<file path="src/rtl/dco_freq_ctrl_if.sv">
// Control and status bundle between the frequency-acquisition controller and its environment.
// master drives start/stop/target/fb_in; slave (the controller) drives the DCO word and status.
// No handshake: every signal is level-sampled on the reference clock.
interface dco_freq_ctrl_if #(parameter int CNT_W = 12);
  logic             start;
  logic             stop;
  logic [CNT_W-1:0] target;
  logic             fb_in;
  logic [9:0]       lambda;
  logic             e;
  logic             lock;
  logic             busy;
  logic [CNT_W-1:0] meas_cnt;

  modport master (
    output start, stop, target, fb_in,
    input  lambda, e, lock, busy, meas_cnt
  );

  modport slave (
    input  start, stop, target, fb_in,
    output lambda, e, lock, busy, meas_cnt
  );
endinterface

</file>
<file path="src/rtl/dco_freq_ctrl.sv">
// DCO frequency acquisition: 10-step SAR on lambda, then +/-1 tracking around target.
// Latency: SETTLE_CYC + WINDOW + 1 cycles per lambda update; outputs registered.
// No backpressure: start is taken only in IDLE, stop aborts from any state.
module dco_freq_ctrl #(
  parameter int CNT_W      = 12,
  parameter int WINDOW     = 256,
  parameter int SETTLE_CYC = 16,
  parameter int TOL        = 1
) (
  input  logic             clk,
  input  logic             rst,
  dco_freq_ctrl_if.slave   bus
);

  localparam int CYC_MAX = (WINDOW > SETTLE_CYC) ? WINDOW : SETTLE_CYC;
  localparam int CYC_W   = (CYC_MAX > 1) ? $clog2(CYC_MAX) : 1;
  localparam logic [CYC_W-1:0]        SETTLE_LAST = CYC_W'(SETTLE_CYC - 1);
  localparam logic [CYC_W-1:0]        WINDOW_LAST = CYC_W'(WINDOW - 1);
  localparam logic [9:0]              LAMBDA_MID  = 10'b10_0000_0000;
  localparam logic signed [CNT_W:0]   TOL_S       = (CNT_W+1)'(TOL);

  typedef enum logic [2:0] {
    IDLE, SETTLE, MEASURE, UPDATE, TRACK_SETTLE, TRACK_MEASURE, TRACK_UPDATE
  } state_t;

  state_t                  state;
  logic [CYC_W-1:0]        cyc_cnt;
  logic [3:0]              idx;
  logic [9:0]              lambda_q;
  logic                    e_q;
  logic                    lock_q;
  logic                    busy_q;
  logic [CNT_W-1:0]        meas_q;
  logic [CNT_W-1:0]        edge_cnt;
  logic [CNT_W-1:0]        edge_cnt_nxt;
  logic [2:0]              fb_sync;
  logic                    fb_rise;
  logic [9:0]              bit_mask;
  logic [9:0]              sar_lambda;
  logic signed [CNT_W:0]   err;

  // fb_sync[0..1] is the metastability pair, fb_sync[2] the delayed copy for edge detect
  always_ff @(posedge clk) begin
    if (rst) fb_sync <= '0;
    else     fb_sync <= {fb_sync[1:0], bus.fb_in};
  end

  assign fb_rise = fb_sync[1] & ~fb_sync[2];

  always_comb begin
    edge_cnt_nxt = edge_cnt;
    if (fb_rise && (edge_cnt != '1)) edge_cnt_nxt = edge_cnt + CNT_W'(1);
  end

  // SAR step: drop the trial bit if we overshot, then arm the next lower bit
  always_comb begin
    bit_mask   = 10'd1 << idx;
    sar_lambda = ((meas_q > bus.target) ? (lambda_q & ~bit_mask) : lambda_q) | (bit_mask >> 1);
    err        = $signed({1'b0, meas_q}) - $signed({1'b0, bus.target});
  end

  always_ff @(posedge clk) begin
    if (rst) begin
      state    <= IDLE;
      cyc_cnt  <= '0;
      idx      <= 4'd9;
      lambda_q <= LAMBDA_MID;
      e_q      <= 1'b0;
      lock_q   <= 1'b0;
      busy_q   <= 1'b0;
      meas_q   <= '0;
      edge_cnt <= '0;
    end else if (bus.stop) begin
      state  <= IDLE;
      e_q    <= 1'b0;
      lock_q <= 1'b0;
      busy_q <= 1'b0;
    end else begin
      case (state)
        IDLE: begin
          if (bus.start) begin
            state    <= SETTLE;
            cyc_cnt  <= '0;
            idx      <= 4'd9;
            lambda_q <= LAMBDA_MID;
            e_q      <= 1'b1;
            lock_q   <= 1'b0;
            busy_q   <= 1'b1;
          end
        end
        SETTLE, TRACK_SETTLE: begin
          if (cyc_cnt == SETTLE_LAST) begin
            state    <= (state == SETTLE) ? MEASURE : TRACK_MEASURE;
            cyc_cnt  <= '0;
            edge_cnt <= '0;
          end else begin
            cyc_cnt <= cyc_cnt + CYC_W'(1);
          end
        end
        MEASURE, TRACK_MEASURE: begin
          edge_cnt <= edge_cnt_nxt;
          if (cyc_cnt == WINDOW_LAST) begin
            state   <= (state == MEASURE) ? UPDATE : TRACK_UPDATE;
            cyc_cnt <= '0;
            meas_q  <= edge_cnt_nxt;
          end else begin
            cyc_cnt <= cyc_cnt + CYC_W'(1);
          end
        end
        UPDATE: begin
          lambda_q <= sar_lambda;
          lock_q   <= 1'b0;
          if (idx != 4'd0) begin
            idx   <= idx - 4'd1;
            state <= SETTLE;
          end else begin
            state <= TRACK_SETTLE;
          end
        end
        TRACK_UPDATE: begin
          if (err > TOL_S) begin
            if (lambda_q != 10'd0) lambda_q <= lambda_q - 10'd1;
            lock_q <= 1'b0;
          end else if (err < -TOL_S) begin
            if (lambda_q != 10'h3FF) lambda_q <= lambda_q + 10'd1;
            lock_q <= 1'b0;
          end else begin
            lock_q <= 1'b1;
          end
          state <= TRACK_SETTLE;
        end
        default: state <= IDLE;
      endcase
    end
  end

  assign bus.lambda   = lambda_q;
  assign bus.e        = e_q;
  assign bus.lock     = lock_q;
  assign bus.busy     = busy_q;
  assign bus.meas_cnt = meas_q;

endmodule

</file>
<file path="src/flat_wrapper.sv">
// flat-port wrapper written by rule: the top's interface ports become plain ports
module dco_freq_ctrl_flat 
#(
  parameter int CNT_W      = 12,
  parameter int WINDOW     = 256,
  parameter int SETTLE_CYC = 16,
  parameter int TOL        = 1
)
  (clk, rst, bus_start, bus_stop, bus_target, bus_fb_in, bus_lambda, bus_e, bus_lock, bus_busy, bus_meas_cnt);
  dco_freq_ctrl_if #(.CNT_W(CNT_W)) bus_i ();
  input  logic clk;
  input  logic rst;
  input wire logic [$bits(bus_i.start)-1:0] bus_start;
  input wire logic [$bits(bus_i.stop)-1:0] bus_stop;
  input wire logic [$bits(bus_i.target)-1:0] bus_target;
  input wire logic [$bits(bus_i.fb_in)-1:0] bus_fb_in;
  output wire logic [$bits(bus_i.lambda)-1:0] bus_lambda;
  output wire logic [$bits(bus_i.e)-1:0] bus_e;
  output wire logic [$bits(bus_i.lock)-1:0] bus_lock;
  output wire logic [$bits(bus_i.busy)-1:0] bus_busy;
  output wire logic [$bits(bus_i.meas_cnt)-1:0] bus_meas_cnt;
  assign bus_i.start = bus_start;
  assign bus_i.stop = bus_stop;
  assign bus_i.target = bus_target;
  assign bus_i.fb_in = bus_fb_in;
  assign bus_lambda = bus_i.lambda;
  assign bus_e = bus_i.e;
  assign bus_lock = bus_i.lock;
  assign bus_busy = bus_i.busy;
  assign bus_meas_cnt = bus_i.meas_cnt;
  dco_freq_ctrl #(.CNT_W(CNT_W), .WINDOW(WINDOW), .SETTLE_CYC(SETTLE_CYC), .TOL(TOL)) u_core (.clk(clk), .rst(rst), .bus(bus_i));
endmodule
</file>
<file path="config.mk">
export PLATFORM = sky130hd
export DESIGN_NAME = dco_freq_ctrl_flat
export DESIGN_NICKNAME = d
export VERILOG_FILES = /design/src/rtl/dco_freq_ctrl_if.sv /design/src/rtl/dco_freq_ctrl.sv /design/src/flat_wrapper.sv
export SDC_FILE = /design/constraint.sdc
export NUM_CORES = 1
export LEC_CHECK = 0
export CAP_MARGIN = 20
export CORE_MARGIN = 3
export CORE_UTILIZATION = 62
export CTS_CLUSTER_SIZE = 8
export DETAILED_ROUTE_END_ITERATION = 8
export PLACE_DENSITY_LB_ADDON = 0.08
export SYNTH_ARGS = -nofsm -noshare
export SYNTH_HDL_FRONTEND = slang
export SYNTH_SLANG_ARGS = --single-unit
export TNS_END_PERCENT = 1
</file>
<file path="constraint.sdc">
create_clock -name clk -period 11.5 [get_ports clk]
set_input_delay 2.3 -clock clk [delete_from_list [all_inputs] [get_ports clk]]
set_output_delay 2.3 -clock clk [all_outputs]
set_load 0.005 [all_outputs]
</file>
# Yosys cells after proc, flatten, opt, wreduce, memory -nomap -nowiden
# Cells that the tools add are included.
dict set report word_totals {
  regBits 54
  input_bits 17
  word_cells 89
  output_inout_bits 25
}
dict set report classes {
  reduce_logical 19
  n_mux 28
  order_cmp 3
  n_eq_ne 17
  bitwise_logic 6
  n_shift 1
  add_sub_neg 6
}
# cell count
set op_table {}
lappend op_table {{2-to-1 mux 10 bit} 6}
lappend op_table {{case mux 10 bit (3 select lines)} 1}
lappend op_table {{2-to-1 mux 12 bit} 2}
lappend op_table {{2-to-1 mux 8 bit} 3}
lappend op_table {{case mux 12 bit (2 select lines)} 1}
lappend op_table {{case mux 8 bit (3 select lines)} 1}
lappend op_table {{2-to-1 mux 3 bit} 6}
lappend op_table {{case mux 3 bit (5 select lines)} 1}
lappend op_table {{> comparator 13 x 2 -> 1 bit (second input constant)} 1}
lappend op_table {{less-than comparator 13 x 1 -> 1 bit (second input constant)} 1}
lappend op_table {{subtractor 12 x 12 -> 13 bit} 1}
lappend op_table {{adder 12 x 1 -> 12 bit (second input constant)} 1}
lappend op_table {{> comparator 12 bit} 1}
lappend op_table {{inequality test 12 bit (second input constant)} 1}
lappend op_table {{AND reduction 3 bit} 4}
lappend op_table {{adder 10 x 1 -> 10 bit (second input constant)} 1}
lappend op_table {{bitwise AND 10 bit} 1}
lappend op_table {{inequality test 10 bit (second input constant)} 1}
lappend op_table {{NOT 10 bit} 1}
lappend op_table {{OR 10 x 9 -> 10 bit} 1}
lappend op_table {{nonzero test 10 bit} 1}
lappend op_table {{<< shifter 1 x 4 -> 10 bit (first input constant)} 1}
lappend op_table {{subtractor 10 x 1 -> 10 bit (second input constant)} 1}
lappend op_table {{== test 3 bit (second input constant)} 3}
lappend op_table {{other kinds (25)} 38}

# Logic depth before layout (Yosys ltp)
dict set report logic_depth {
  depth_word 6
  mapped_depth 20
  depth_no_buf 19
}

# Least setup slack after synthesis
# No wires, ideal clock.
dict set report synth_timing {
  path_type {input -> register}
  startpoint {in bus_target[4]}
  endpoint {reg u_core.lambda_q[8], in the netlist u_core.bus.lambda[8]}
  setup_ns 0.088
  required_time_ns 11.412
  cell_stages 18
  n_path_buf 2
  arrival_time_ns 5.652
  path_slack_ns 5.760
  cell_sequence {inv_1 ha_1 buf_6 a21o_1 a21o_1 or3b_4 o2bb2ai_4 xnor2_1 nor4_4 nor2_2 buf_4 xor2_1 ha_1 nor3_1 nand3_1 o31a_1 o32a_1 o32ai_2}
}
dict set report synth_via {
  elab_chain_len 4
  elab_cells_between_ends 12
  classes_between {add/sub: 1; order compare: 3; eq/ne: 3; mux: 3; bitwise: 1; reduce/logical: 1}
}
# element line_no
set synth_lines {}
lappend synth_lines {{start: declaration} flat_wrapper.sv:15} ;# input wire logic [$bits(bus_i.target)-1:0] bus_target;
lappend synth_lines {{subtractor 12 x 12 -> 13 bit / > comparator 12 bit (equally long branches)} {dco_freq_ctrl.sv:59, dco_freq_ctrl.sv:58}}
lappend synth_lines {{> comparator 13 x 2 -> 1 bit, or another cell as far along} dco_freq_ctrl.sv:121} ;# if (err > TOL_S) begin
lappend synth_lines {{inequality test 3 bit (no source line), or another cell as far along} --}
lappend synth_lines {{AND reduction 6 bit (no source line) / case mux 10 bit (3 select lines) (equally long branches)} --}
lappend synth_lines {{end signal: assignment} dco_freq_ctrl.sv:111} ;# lambda_q <= sar_lambda;
lappend synth_lines {{end signal: assignment} dco_freq_ctrl.sv:122} ;# if (lambda_q != 10'd0) lambda_q <= lambda_q - 10'd1;
lappend synth_lines {{end signal: assignment} dco_freq_ctrl.sv:125} ;# if (lambda_q != 10'h3FF) lambda_q <= lambda_q + 10'd1;
lappend synth_lines {{end: declaration} dco_freq_ctrl.sv:29} ;# logic [9:0] lambda_q;
# Several ways; a longest one is shown, not always the timed one.
# A chain may end at the register's enable or synchronous reset.

# Worst setup path in the final report
# Same ends and word-level chain as after synthesis.

==> results.md <==
* Die W at approximately 86 um
* Largest cells by area after synthesis: dfxtp_1, a21oi_1, ha_1
* TNS Setup at 0 ns
* Mapped Cells at 531
* Relative slew slack at 0.3356
* Die Ht at about 86 um
* Clk Latency, worst-skew pair at about 0.32 ns
* Maximum clock path buffer count at 2
* Final max-slew violation count at 0
* Worst EP required at 11.74 ns
* Rows at 28
* CP Data Arrival Time at 6.55 ns
* DR pass1 iterations at 5
* Max cap viols at 0
* Antenna Nets Post-Route at 0
* Asr flop ratio synth at 0
* # DRC at 0
* Cell count of the worst reg-to-reg path at 17
* Worst Setup Slack post-DPL at between 4 and 5 ns
* Initial antenna violation count at 0
* Syn Std Cell Area at 4001 um^2
* Power Density at 79.29 nW/um^2
* Total grt overflow at 0
* Total number of vias at about 4,000
* DR iter-0 viols at around 370
* Setup repair bufs after CTS at 0
* Clk slew on worst S/H paths at around 0.10 ns
* Starting Density at 0.6564
* Ant. Diodes at 0
* Worst setup margin at 5.191 ns
* Vias in the first global route at approximately 3,500
* H-tree level count at 2
* Setup Skew at ~0.016 ns
* Clock root buffer: clkbuf_8
* Post-route clock period utilization at 0.5486
* Fin crit period at roughly 6.3 ns
* Outcome: finished, final reports clean
* Final Hold Vio Count at 0
* Via density at 6.398
* Yosys top cell area share at 0.2702
* Hold Path Stages at 1
* Largest area contributor in the synthesized netlist: dfxtp_1
* Number of synthesized flops with an enable pin at 0
* CP startpoint kind: input pin
* CTS Buf Count at 5
* Pwr Total at roughly 0.36 mW
* Clk sink count at 54
* Cts hold-fix bufs at 0
* RSZ-0062 raised after global routing: false
* Top cells by count, synth: nor2_1, dfxtp_1, a21oi_1
* Yosys cell types at just under 70
* Register area share after synthesis at 0.2702
* Port bufs at 41
* Synthesis Warnings at 0
* CP endpoint kind: flip-flop
* Final setup vio count at 0
* GP Congestion at 0.9617
* Largest net degree at the start of global routing at 46
* FF+latch count, synth at between 50 and 60
* Share of layout cells above drive strength 1 at 0.04159
* First-pass GRT wire length at approximately 16,000 um
* Worst-margin pin slew at between 0.9 and 1 ns
* Synth-to-layout area growth at 12.16%
* I/O pins at 42
* Final WL at about 10000 um
* Pleak at between 1.5 and 2 nW
* Worst Path Class, Setup: input pin to flip-flop
* Worst Hold Class: flip-flop to flip-flop
* CTS tree: built
* Most common cell in the netlist: nor2_1
* Post-DP HPWL at ~7300 um
* Highest clock rate at roughly 160 MHz
* Area of the core at 6096 um^2
* Peak VDD IR at between 0.06 and 0.07 mV
* Synth Area per Inst at 7.535 um^2
* DR WL/cell at between 15 and 20 um
* Post-cts sizing count at 0
* Post-Syn Nets at between 500 and 600
* Total track usage at 0.2621
* Ys flop type: dfxtp_1
* Die area at between 7000 and 8000 um^2
* Max Fanout on Critical Path at 13
* Layout Nets at a little under 600
==> per-layer routing <==
layer  global-route usage  vias up  share of wire
met3              0.04468       24          0.065
met4              0.09065        0          0.019
met2               0.4221      165           0.47
met1               0.3543     1857           0.45
met5                    0        -              0
li1                     -     1972              -
==> final timing paths <==
kind	slack (ns)	endpoint	startpoint
worst max-delay path	5.19	u_core.bus.lambda[8]	bus_target[4]
worst min-delay path	0.46	u_core.fb_sync[1]	u_core.fb_sync[0]
worst min register to register	0.46	u_core.fb_sync[1]	u_core.fb_sync[0]
worst max register to register	7.20	u_core.bus.lambda[8]	u_core.bus.meas_cnt[0]
==> through the flow <==
stage	cells	util	hold WS (ns)	instance area, um^2
6_report	628	0.7362	0.4639	4488
5_1_grt	628	0.7362	0.4717	4488
4_1_cts	628	0.7362	0.4624	4488
3_5_place_dp	620	0.7215	0.4217	4398
3_3_place_gp	620	0.7215	0.4253	4398
2_1_floorplan	531	-	0.4138	4001
==> registers in the layout, summed over array words and instances, names as in the netlist, 3 cells and up <==
register	count
u_core.bus.meas_cnt	12
u_core.cyc_cnt	8
u_core.edge_cnt	12
u_core.fb_sync	3
u_core.state	3
u_core.idx	4
u_core.bus.lambda	10
==> cell families after synthesis <==
group	count (synthesis)	synth area share
buffers and inverters	61	0.06160
multiplexers	10	0.02502
AND/OR/NAND/NOR	203	0.2517
adder cells (fa/ha/maj)	21	0.06754
AO/OA/AOI/OAI	157	0.2692
XOR/XNOR	25	0.05472
flip-flops	54	0.2702
==> where the power goes <==
part,internal [mW],switching (mW)
Combinational,0.0222,0.0299
Sequential,0.189,0.00437
Clock,0.0443,0.0656
Total,0.256,0.0999
==> worst max-delay path, cell delays in order <==
cell	delay, ns
clkdlybuf4s50_1	0.45
inv_1	0.04
ha_1	0.38
a21o_1	0.22
a31oi_1	0.26
a21oi_1	0.14
o31ai_1	0.29
o41a_1	0.30
nor4_4	0.09
nor2_2	0.52
xor2_1	0.14
ha_1	0.30
nor3_1	0.36
nand3_1	0.13
o31a_1	0.13
o32a_1	0.30
o32ai_2	0.19
==> layout by cell type (no fill, tap or decap), types with 3 or more instances in the layout <==
cell	count
o21ai_0	22
nor2b_1	8
nor2_1	63
ha_1	20
or3_1	7
or2_2	3
clkdlybuf4s50_1	41
nand2b_1	3
o211ai_1	4
nand3_1	21
a31oi_1	9
nand2_1	42
xor2_1	14
o2111ai_1	3
a21oi_1	52
or4_1	4
a21o_1	8
xnor2_1	11
buf_4	3
a211oi_1	15
a22oi_1	5
nand4_1	7
clkbuf_8	5
and3_1	10
o32a_1	3
o31ai_1	4
mux2i_1	10
nor4_1	7
inv_1	30
dfxtp_1	54
nor3_1	15
a221oi_1	3
==> cell type report <==
class / instances / area, um^2
inverter: 31 / 116.4
tap: 75 / 93.84
clock inverter: 2 / 17.52
fill: 513 / 1608
clock buffer: 6 / 72.57
multi-input combinational: 416 / 2674
timing repair buffer: 44 / 432.9
sequential: 54 / 1081
Power figures use the tool's default switching activity.
